==> config.mk <==
export PLATFORM = sky130hd
export DESIGN_NAME = fp32_mul_seq
export DESIGN_NICKNAME = d
export VERILOG_FILES = /design/src/rtl/fp32_pkg.sv /design/src/rtl/adder_10bit.sv /design/src/rtl/adder_24bit.sv /design/src/rtl/mant_mul_seq.sv /design/src/rtl/fp32_mul_seq.sv
export SDC_FILE = /design/constraint.sdc
export NUM_CORES = 1
export LEC_CHECK = 0
export CORE_MARGIN = 3
export CORE_UTILIZATION = 46
export CTS_CLUSTER_DIAMETER = 30
export DETAILED_ROUTE_END_ITERATION = 8
export PLACE_DENSITY = 0.8
export SLEW_MARGIN = 20
export SYNTH_ARGS = -nofsm -noshare
export SYNTH_HDL_FRONTEND = slang
export SYNTH_SLANG_ARGS = --single-unit
==> constraint.sdc <==
create_clock -name clk -period 11.8 [get_ports clk]
set_clock_uncertainty 0.05 [all_clocks]
set_input_delay 2.36 -clock clk [delete_from_list [all_inputs] [get_ports clk]]
set_output_delay 2.36 -clock clk [all_outputs]
set_load 0.01 [all_outputs]
==> src/rtl/fp32_pkg.sv <==
// Shared constants, FSM encodings and operand classification for the sequential
// single-precision multiplier.
package fp32_pkg;

  localparam int          BIAS       = 127;
  localparam logic [31:0] QNAN       = 32'h7FC00000;
  localparam logic [31:0] POS_INF    = 32'h7F800000;
  localparam logic [9:0]  EXP_MAX    = 10'd255;
  localparam int          MUL_CYCLES = 24;
  localparam logic [4:0]  MUL_LAST   = 5'(MUL_CYCLES - 1);
  localparam logic [9:0]  NEG_BIAS   = 10'(-BIAS);

  localparam logic [1:0] IDLE = 2'd0;
  localparam logic [1:0] MUL  = 2'd1;
  localparam logic [1:0] NORM = 2'd2;

  typedef enum logic [1:0] {CLS_ZERO, CLS_NORMAL, CLS_INF, CLS_NAN} op_class_t;

  // Denormals (exp == 0) are flushed and therefore classify as zero.
  function automatic op_class_t classify(input logic [31:0] x);
    if (x[30:23] == 8'h00) return CLS_ZERO;
    if (x[30:23] == 8'hFF) return (x[22:0] == 23'h0) ? CLS_INF : CLS_NAN;
    return CLS_NORMAL;
  endfunction

endpackage

==> src/rtl/adder_10bit.sv <==
// 10-bit ripple-carry adder cell; results wrap modulo 2^10 (two's complement).
module adder_10bit (
  input  logic [9:0] a_i,
  input  logic [9:0] b_i,
  input  logic       cin_i,
  output logic [9:0] sum_o
);
  logic [10:0] c;

  assign c[0] = cin_i;
  for (genvar i = 0; i < 10; i++) begin : g_fa
    assign sum_o[i] = a_i[i] ^ b_i[i] ^ c[i];
    assign c[i+1]   = (a_i[i] & b_i[i]) | (c[i] & (a_i[i] ^ b_i[i]));
  end
endmodule

==> src/rtl/adder_24bit.sv <==
// 24-bit ripple-carry adder cell.
module adder_24bit (
  input  logic [23:0] a_i,
  input  logic [23:0] b_i,
  input  logic        cin_i,
  output logic [23:0] sum_o,
  output logic        cout_o
);
  logic [24:0] c;

  assign c[0] = cin_i;
  for (genvar i = 0; i < 24; i++) begin : g_fa
    assign sum_o[i] = a_i[i] ^ b_i[i] ^ c[i];
    assign c[i+1]   = (a_i[i] & b_i[i]) | (c[i] & (a_i[i] ^ b_i[i]));
  end
  assign cout_o = c[24];
endmodule

==> src/rtl/mant_mul_seq.sv <==
// 24x24 shift-add mantissa multiplier: one multiplier bit per step, product
// complete after MUL_CYCLES steps.
module mant_mul_seq import fp32_pkg::*; (
  input  logic        clk_i,
  input  logic        rst_i,
  input  logic        load_i,
  input  logic        step_i,
  input  logic [23:0] mcand_i,
  input  logic [23:0] mplier_i,
  output logic [47:0] product_o,
  output logic        last_o
);
  logic [23:0] m_q, l_q;
  logic [24:0] h_q, h_add;
  logic [4:0]  cnt_q;
  logic [23:0] sum;
  logic        cout;

  adder_24bit u_add (
    .a_i   (h_q[23:0]),
    .b_i   (m_q),
    .cin_i (1'b0),
    .sum_o (sum),
    .cout_o(cout)
  );

  assign h_add = l_q[0] ? {cout, sum} : h_q;

  always_ff @(posedge clk_i or posedge rst_i) begin
    if (rst_i) begin
      m_q   <= '0;
      l_q   <= '0;
      h_q   <= '0;
      cnt_q <= '0;
    end else if (load_i) begin
      m_q   <= mcand_i;
      l_q   <= mplier_i;
      h_q   <= '0;
      cnt_q <= '0;
    end else if (step_i) begin
      h_q   <= {1'b0, h_add[24:1]};
      l_q   <= {h_add[0], l_q[23:1]};
      cnt_q <= cnt_q + 5'd1;
    end
  end

  assign product_o = {h_q[23:0], l_q};
  assign last_o    = (cnt_q == MUL_LAST);
endmodule

==> src/rtl/fp32_mul_seq.sv <==
// Sequential IEEE-754 single multiplier, round-toward-zero, denormals flushed.
// Fixed 25-cycle latency from accept to result for every operand class.
//   state | meaning
//   IDLE  | waiting for start; captures operands and classes
//   MUL   | 24 shift-add mantissa steps
//   NORM  | exponent/normalise, register result and flags, pulse done
module fp32_mul_seq import fp32_pkg::*; (
  input  logic        clk,
  input  logic        rst,
  input  logic        start,
  input  logic [31:0] a,
  input  logic [31:0] b,
  output logic        busy,
  output logic        done,
  output logic [31:0] result,
  output logic        ovf,
  output logic        unf,
  output logic        inv
);
  logic [1:0]  state_q, state_d;
  logic        sign_q;
  logic [7:0]  ea_q, eb_q;
  op_class_t   cls_a_q, cls_b_q;
  logic        accept, mul_last;
  logic [47:0] prod;
  logic [22:0] unused_prod_lo;
  logic [9:0]  esum, eexp;
  logic [22:0] mant;
  logic [31:0] res_d;
  logic        ovf_d, unf_d, inv_d;
  logic        any_nan, any_inf, any_zero;

  assign accept = (state_q == IDLE) && start;
  assign busy   = (state_q != IDLE);

  mant_mul_seq u_mul (
    .clk_i    (clk),
    .rst_i    (rst),
    .load_i   (accept),
    .step_i   (state_q == MUL),
    .mcand_i  ({1'b1, a[22:0]}),
    .mplier_i ({1'b1, b[22:0]}),
    .product_o(prod),
    .last_o   (mul_last)
  );

  // Second adder folds in -BIAS and the normalisation increment via carry-in.
  adder_10bit u_eadd (
    .a_i  ({2'b00, ea_q}),
    .b_i  ({2'b00, eb_q}),
    .cin_i(1'b0),
    .sum_o(esum)
  );

  adder_10bit u_ebias (
    .a_i  (esum),
    .b_i  (NEG_BIAS),
    .cin_i(prod[47]),
    .sum_o(eexp)
  );

  // Low product bits are discarded by truncation.
  assign unused_prod_lo = prod[22:0];
  assign mant = prod[47] ? prod[46:24] : prod[45:23];

  always_comb begin
    state_d = state_q;
    case (state_q)
      IDLE:    if (start) state_d = MUL;
      MUL:     if (mul_last) state_d = NORM;
      NORM:    state_d = IDLE;
      default: state_d = IDLE;
    endcase
  end

  always_comb begin
    any_nan  = (cls_a_q == CLS_NAN)  || (cls_b_q == CLS_NAN);
    any_inf  = (cls_a_q == CLS_INF)  || (cls_b_q == CLS_INF);
    any_zero = (cls_a_q == CLS_ZERO) || (cls_b_q == CLS_ZERO);
    res_d = {sign_q, 31'h0};
    ovf_d = 1'b0;
    unf_d = 1'b0;
    inv_d = 1'b0;
    if (any_nan || (any_inf && any_zero)) begin
      res_d = QNAN;
      inv_d = 1'b1;
    end else if (any_inf) begin
      res_d = {sign_q, POS_INF[30:0]};
    end else if (any_zero) begin
      res_d = {sign_q, 31'h0};
    end else if ($signed(eexp) >= $signed(EXP_MAX)) begin
      res_d = {sign_q, POS_INF[30:0]};
      ovf_d = 1'b1;
    end else if ($signed(eexp) <= $signed(10'd0)) begin
      res_d = {sign_q, 31'h0};
      unf_d = 1'b1;
    end else begin
      res_d = {sign_q, eexp[7:0], mant};
    end
  end

  always_ff @(posedge clk or posedge rst) begin
    if (rst) begin
      state_q <= IDLE;
      sign_q  <= 1'b0;
      ea_q    <= '0;
      eb_q    <= '0;
      cls_a_q <= CLS_ZERO;
      cls_b_q <= CLS_ZERO;
      done    <= 1'b0;
      result  <= '0;
      ovf     <= 1'b0;
      unf     <= 1'b0;
      inv     <= 1'b0;
    end else begin
      state_q <= state_d;
      done    <= 1'b0;
      if (accept) begin
        sign_q  <= a[31] ^ b[31];
        ea_q    <= a[30:23];
        eb_q    <= b[30:23];
        cls_a_q <= classify(a);
        cls_b_q <= classify(b);
      end
      if (state_q == NORM) begin
        result <= res_d;
        ovf    <= ovf_d;
        unf    <= unf_d;
        inv    <= inv_d;
        done   <= 1'b1;
      end
    end
  end
endmodule

# Word level (Yosys, flattened, before mapping)
# Index checks and enable logic that the tools add are counted.
word_totals:
  mem_bits_ro: 0
  wordCells: 272
  latch_bits: 0
  ram_bits: 0
  inputBits: 67
  out_inout_bits: 37
  regBits: 137
  n_memories: 0
op_classes:
  n_bitwise: 180
  n_mux: 47
  addsub: 1
  n_eq_ne: 11
  order_cmp: 2
  n_reduce_logical: 16
  multipliers: 0
  shift: 0
  div: 0
ops:
  columns: ["op", "count"]
  rows:
  - ["$mux 31", 4]
  - ["$mux 25", 3]
  - ["$xor 1x1->1", 72]
  - ["$and 1x1->1", 71]
  - ["$mux 24", 2]
  - ["$logic_not 23->1", 2]
  - ["$or 1x1->1", 33]
  - ["$mux 32", 1]
  - ["$mux 1", 23]
  - ["$mux 23", 1]
  - ["$mux 2", 10]
  - ["$eq 8x8->1 const B", 2]
  - ["$logic_not 8->1", 2]
  - ["$eq 2x2->1 const B", 5]
  - ["$ge 10x9->1 const B", 1]
  - ["$le 10x1->1 const B", 1]
  - ["$mux 5", 2]
  - ["$logic_not 2->1", 3]
  - ["$add 5x1->5 const B", 1]
  - ["$eq 5x5->1 const B", 1]
  - ["$logic_or 1x1->1", 4]
  - ["$ne 2x2->1 const B", 2]
  - ["$not 1->1", 4]
  - ["$pmux 2 s2", 1]
  - ["4 further kinds", 6]

# Longest topological paths before layout
depth:
  word_depth: 50
  mapped_depth: 30
  depth_no_buf: 30

# Cells and area by module
# Synthesis repeated with hierarchy kept, for this count alone.
hier_totals:
  cells_unflattened: 642
  hier_area_um2: 7263.2
by_module_without_submodules:
  columns: ["module", "area_each_um2", "seq_area_each_um2", "cells_per_inst", "n_inst"]
  rows:
  - ["mant_mul_seq", 3475.8, 1926.8, 290, 1]
  - ["fp32_mul_seq", 2824.0, 1476.4, 288, 1]
  - ["adder_24bit", 518.0, 0.0, 34, 1]
  - ["adder_10bit", 222.7, 0.0, 15, 2]

# Worst setup path after synthesis
# No wires, ideal clock.
synth_path:
  path_kind: "register to register"
  from: "register u_mul.h_q[0]"
  to: "register u_mul.h_q[22]"
  required_ns: 11.613
  stages_incl_launch_ff: 31
  t_arrival_ns: 9.395
  slack_ns: 2.218
  n_path_buf: 0
  period_less_slack_ns: 9.582
  setup_ns: 0.137
  cell_sequence: "dfrtp_1 -> ha_1 -> inv_1 -> fa_1 -> fa_1 -> fa_1 -> fa_1 -> fa_1 -> fa_1 -> fa_1 -> fa_1 -> fa_1 -> fa_1 -> fa_1 -> fa_1 -> fa_1 -> fa_1 -> fa_1 -> fa_1 -> fa_1 -> fa_1 -> fa_1 -> fa_1 -> fa_1 -> inv_1 -> fa_1 -> inv_1 -> fa_1 -> nand2_1 -> o21ai_0 -> o21ai_0"
synth_between:
  elab_chain_cells: 49
synth_rtl:
  columns: ["element", "line", "source"]
  rows:
  - ["start, declared", "mant_mul_seq.sv:14", "logic [24:0] h_q, h_add;"]
  - ["start signal, assigned", "mant_mul_seq.sv:41", "h_q <= {1'b0, h_add[24:1]};"]
  - ["$and 1x1->1 (2 in series)", "adder_24bit.sv:14", "assign c[i+1] = (a_i[i] & b_i[i]) | (c[i] & (a_i[i] ^ b_i[i]));"]
  - ["$or 1x1->1", "adder_24bit.sv:14", null]
  - ["$and 1x1->1", "adder_24bit.sv:14", null]
  - ["$or 1x1->1", "adder_24bit.sv:14", null]
  - ["$and 1x1->1", "adder_24bit.sv:14", null]
  - ["$or 1x1->1", "adder_24bit.sv:14", null]
  - ["$and 1x1->1", "adder_24bit.sv:14", null]
  - ["$or 1x1->1", "adder_24bit.sv:14", null]
  - ["[32 not listed]", null, null]
  - ["$and 1x1->1", "adder_24bit.sv:14", null]
  - ["$or 1x1->1", "adder_24bit.sv:14", null]
  - ["$and 1x1->1", "adder_24bit.sv:14", null]
  - ["$or 1x1->1", "adder_24bit.sv:14", null]
  - ["$xor 1x1->1", "adder_24bit.sv:13", "assign sum_o[i] = a_i[i] ^ b_i[i] ^ c[i];"]
  - ["$mux 25", "mant_mul_seq.sv:27", "assign h_add = l_q[0] ? {cout, sum} : h_q;"]
  - ["$mux 25", "mant_mul_seq.sv:40", "end else if (step_i) begin"]
  - ["$mux 25", "mant_mul_seq.sv:35", "end else if (load_i) begin"]
# Every way passes these cells. The select of a mux whose other input is x is not followed.
# A chain may end at the register's enable or synchronous reset.

# Worst setup path after layout
# Ends and elaborated chain as after synthesis.

==> metrics.md <==
| Metric | Value |
|---|---|
| Synth Area in Compound Gates | 13.44% |
| GP Congestion | 0.8309 |
| Slew HR | between 50 and 60% |
| I/O pin total | between 100 and 150 |
| Drt via density | 5.314 |
| RSZ-0062 raised after global routing | false |
| Crit start category | flop |
| Critical path buffers and inverters | 3 |
| Worst path depth | 30 |
| Share of layout cells above drive strength 1 | between 6 and 7% |
| Ys Warns | 0 |
| Cts repair resizes | 0 |
| Post-synth top area share | 48.89% |
| Cts bufs inserted | 17 |
| Critical path's largest stage delay | 0.47 ns |
| Clock Latency Late Sink | 0.42 ns |
| Crit path kind | reg2reg |
| FP Rows | 44 |
| First-pass GRT wire length | 26.06 mm |
| Final ANT Viol Nets | 0 |
| Commonest non-fill, non-tap cell in the layout | nand2_1 |
| Adder-cell share of the synthesized area | a little over a tenth |
| Largest cells by area after synthesis | dfrtp_1 (49%), fa_1 (8.6%), nand2_1 (8.2%) |
| Synth Instances | 723 |
| Post-place instance area | 8133 sq um |
| Nets | around 930 |
| Vias in the first global route | 5253 |
| N_diodes | 0 |
| Placed cells | 982 |
| Number of hold buffers added after cts | 0 |
| Setup ws final | 1.751 ns |
| Postcts setup bufs | 0 |
| Setup tns final | 0 ns |
| GRT overflow | 0 |
| Fmax | 99.51 MHz |
| Detailed Route WL | ~16 mm |
| Static leakage | 3.868 nW |
| Finished Layout Cells | about 1000 |
| Post-Syn Area per Cell | 9.629 sq um |
| Final Cycle Share | a little under nine tenths |
| Most frequent cells in the layout | nand2_1 (153), dfrtp_1 (136), clkdlybuf4s50_1 (103) |
| Area of the core | 14640 sq um |
| CTS tree | built |
| Post-route cell area | around 8700 sq um |
| CP arrival | between 10 and 15 ns |
| Final min period | 10.05 ns |
| Finished Core Util | between 50% and 60% |
| Die area | 16650 sq um |
| Area share of xor/xnor cells in the synthesized design | less than 1% |
| Synthesized flop and latch total | 136 |
| DP Wirelength | 10.91 mm |
| CTS Root Cell | clkbuf_16 |
| I/O Buffers | 103 |
| Hold crit path type | reg2reg |
| Final setup viols | 0 |
| Die H | around 130 microns |
| Register area share after synthesis | 48.89% |
| Post-synthesis cell area | roughly 7000 sq um |
| Post-synth ARST share | 100.0% |
| Via count | 5388 |
| TritonRoute pass-1 iters | 5 |
| Synthesis-to-layout area growth | 24.98% |
| Crit-path leading delay family | adder cells |
| Overall power | 2.292 mW |
| Pwr Density | 263.4 nW/um^2 |
| H-tree depth | 4 |
| Overall die width | between 100 and 150 microns |
| Fraction of synthesized area in multiplexers | 4.170% |
| Worst hold slack | 0.4223 ns |
| Cell depth of the worst flop-to-flop path | 30 |
| Area leader, netlist | dfrtp_1 |
| Worst-Margin Slew | 0.7221 ns |
| Endpoints failing hold | 0 |
| Number of synthesized flops with an enable pin | 0 |
| Most Frequent Cell on Critical Path | fa_1 |
| Syn_nets | approximately 830 |
| CP Capture Type | flop |
| Status | completed |
| Max-Cap Viols | 0 |
| DRC Markers | 0 |
| Tot GR Track Use | between 15 and 20% |
| Critical Path RT | 12.03 ns |
| 1st-iter DRT viols | 288 |
| Most used DFF post-synth | dfrtp_1 |
| Peak supply drop | 126.0 uV |
| CP max stage cell | fa_1 |
| Pre-CTS setup slack | ~1.7 ns |
| CTS max path bufs | 2 |
| WHS Path Cells | 2 |
| Final Max Slew Viols | 0 |
| Clock transition at path regs | 0.06 ns |
| Pin count of the biggest net entering global routing | 82 |
| Post-Synth Simple-Gate Area | ~16% |
| Initial antenna violation count | 0 |
| Clk sink count | 136 |
| Yosys cell types | 42 |
| DR WL/cell | 15.30 microns |
| Largest family of logic cells by synthesized area | simple AND/OR/NAND/NOR gates |
| Initial Util | 47.54% |
| Worst-path maximum fanout | 5 |
## layer usage
metal / vias up / track usage, % / routed length, microns
met5: - / 0 / 0
met4: 0 / 8.091 / 403
met3: 29 / 4.040 / 739
met2: 160 / 30.43 / 7289
met1: 2589 / 27.86 / 7085
li1: 2610 / - / -
## power by group
part / internal (mW) / total, mW / leakage (nW) / switching, mW
sequential: 0.644 / 0.762 / 1.71 / 0.118
combinational: 0.421 / 1.02 / 1.88 / 0.595
clock: 0.321 / 0.514 / 0.278 / 0.193
total: 1.39 / 2.29 / 3.87 / 0.906
## state kept, by name, summed over array words and instances, names as in the netlist, 5 cells and up
| name | cells |
|---|---|
| u_mul.h_q | 24 |
| u_mul.cnt_q | 5 |
| u_mul.m_q | 24 |
| u_mul.l_q | 24 |
| ea_q | 8 |
| result | 32 |
| eb_q | 8 |
## cell type report
class	instances	area, sq um
clock buffers	24	471.7
clock inverters	8	96.34
fillers	1250	5943
inverters	75	286.5
multi-input cells	474	3107
flip-flops and latches	136	3403
well taps	184	230.2
repair buffers	113	1106
## tightest hold or removal path, stage by stage (launching register included)
cell     delay, ns
dfrtp_1       0.34
nand2_1       0.05
nand2_1       0.05
## Yosys cell counts (3+ instances only)
library cell	instances
a21oi_1	5
a22o_1	5
a22oi_1	22
and4_1	3
buf_2	11
buf_6	3
clkbuf_1	23
dfrtp_1	136
fa_1	30
ha_1	12
inv_1	73
mux2i_1	29
nand2_1	153
nand2b_1	3
nand3_1	26
nand4_1	10
nor2_1	20
nor2b_1	3
nor3_1	7
nor4_1	14
o21ai_0	91
o21ai_1	10
o21ai_2	10
o31ai_1	6
## logic make-up after synthesis
| group | after synthesis |
|---|---|
| flip-flops | 136 |
| multiplexers | 29 |
| AO/OA/AOI/OAI | 155 |
| AND/OR/NAND/NOR | 247 |
| XOR/XNOR | 1 |
| buffers and inverters | 113 |
| adder cells (fa/ha/maj) | 42 |
## worst paths after layout
check / startpoint / endpoint / slack [ns]
setup / recovery: u_mul.h_q[0] / u_mul.h_q[22] / 1.75
setup reg to reg: u_mul.h_q[0] / u_mul.h_q[22] / 1.75
max in group asynchronous: rst / result[6] / 8.05
hold / removal: u_mul.l_q[2] / u_mul.l_q[2] / 0.42
min in group asynchronous: rst / u_mul.l_q[5] / 2.39
hold reg to reg: u_mul.l_q[2] / u_mul.l_q[2] / 0.42
Power figures use the tool's default switching activity.
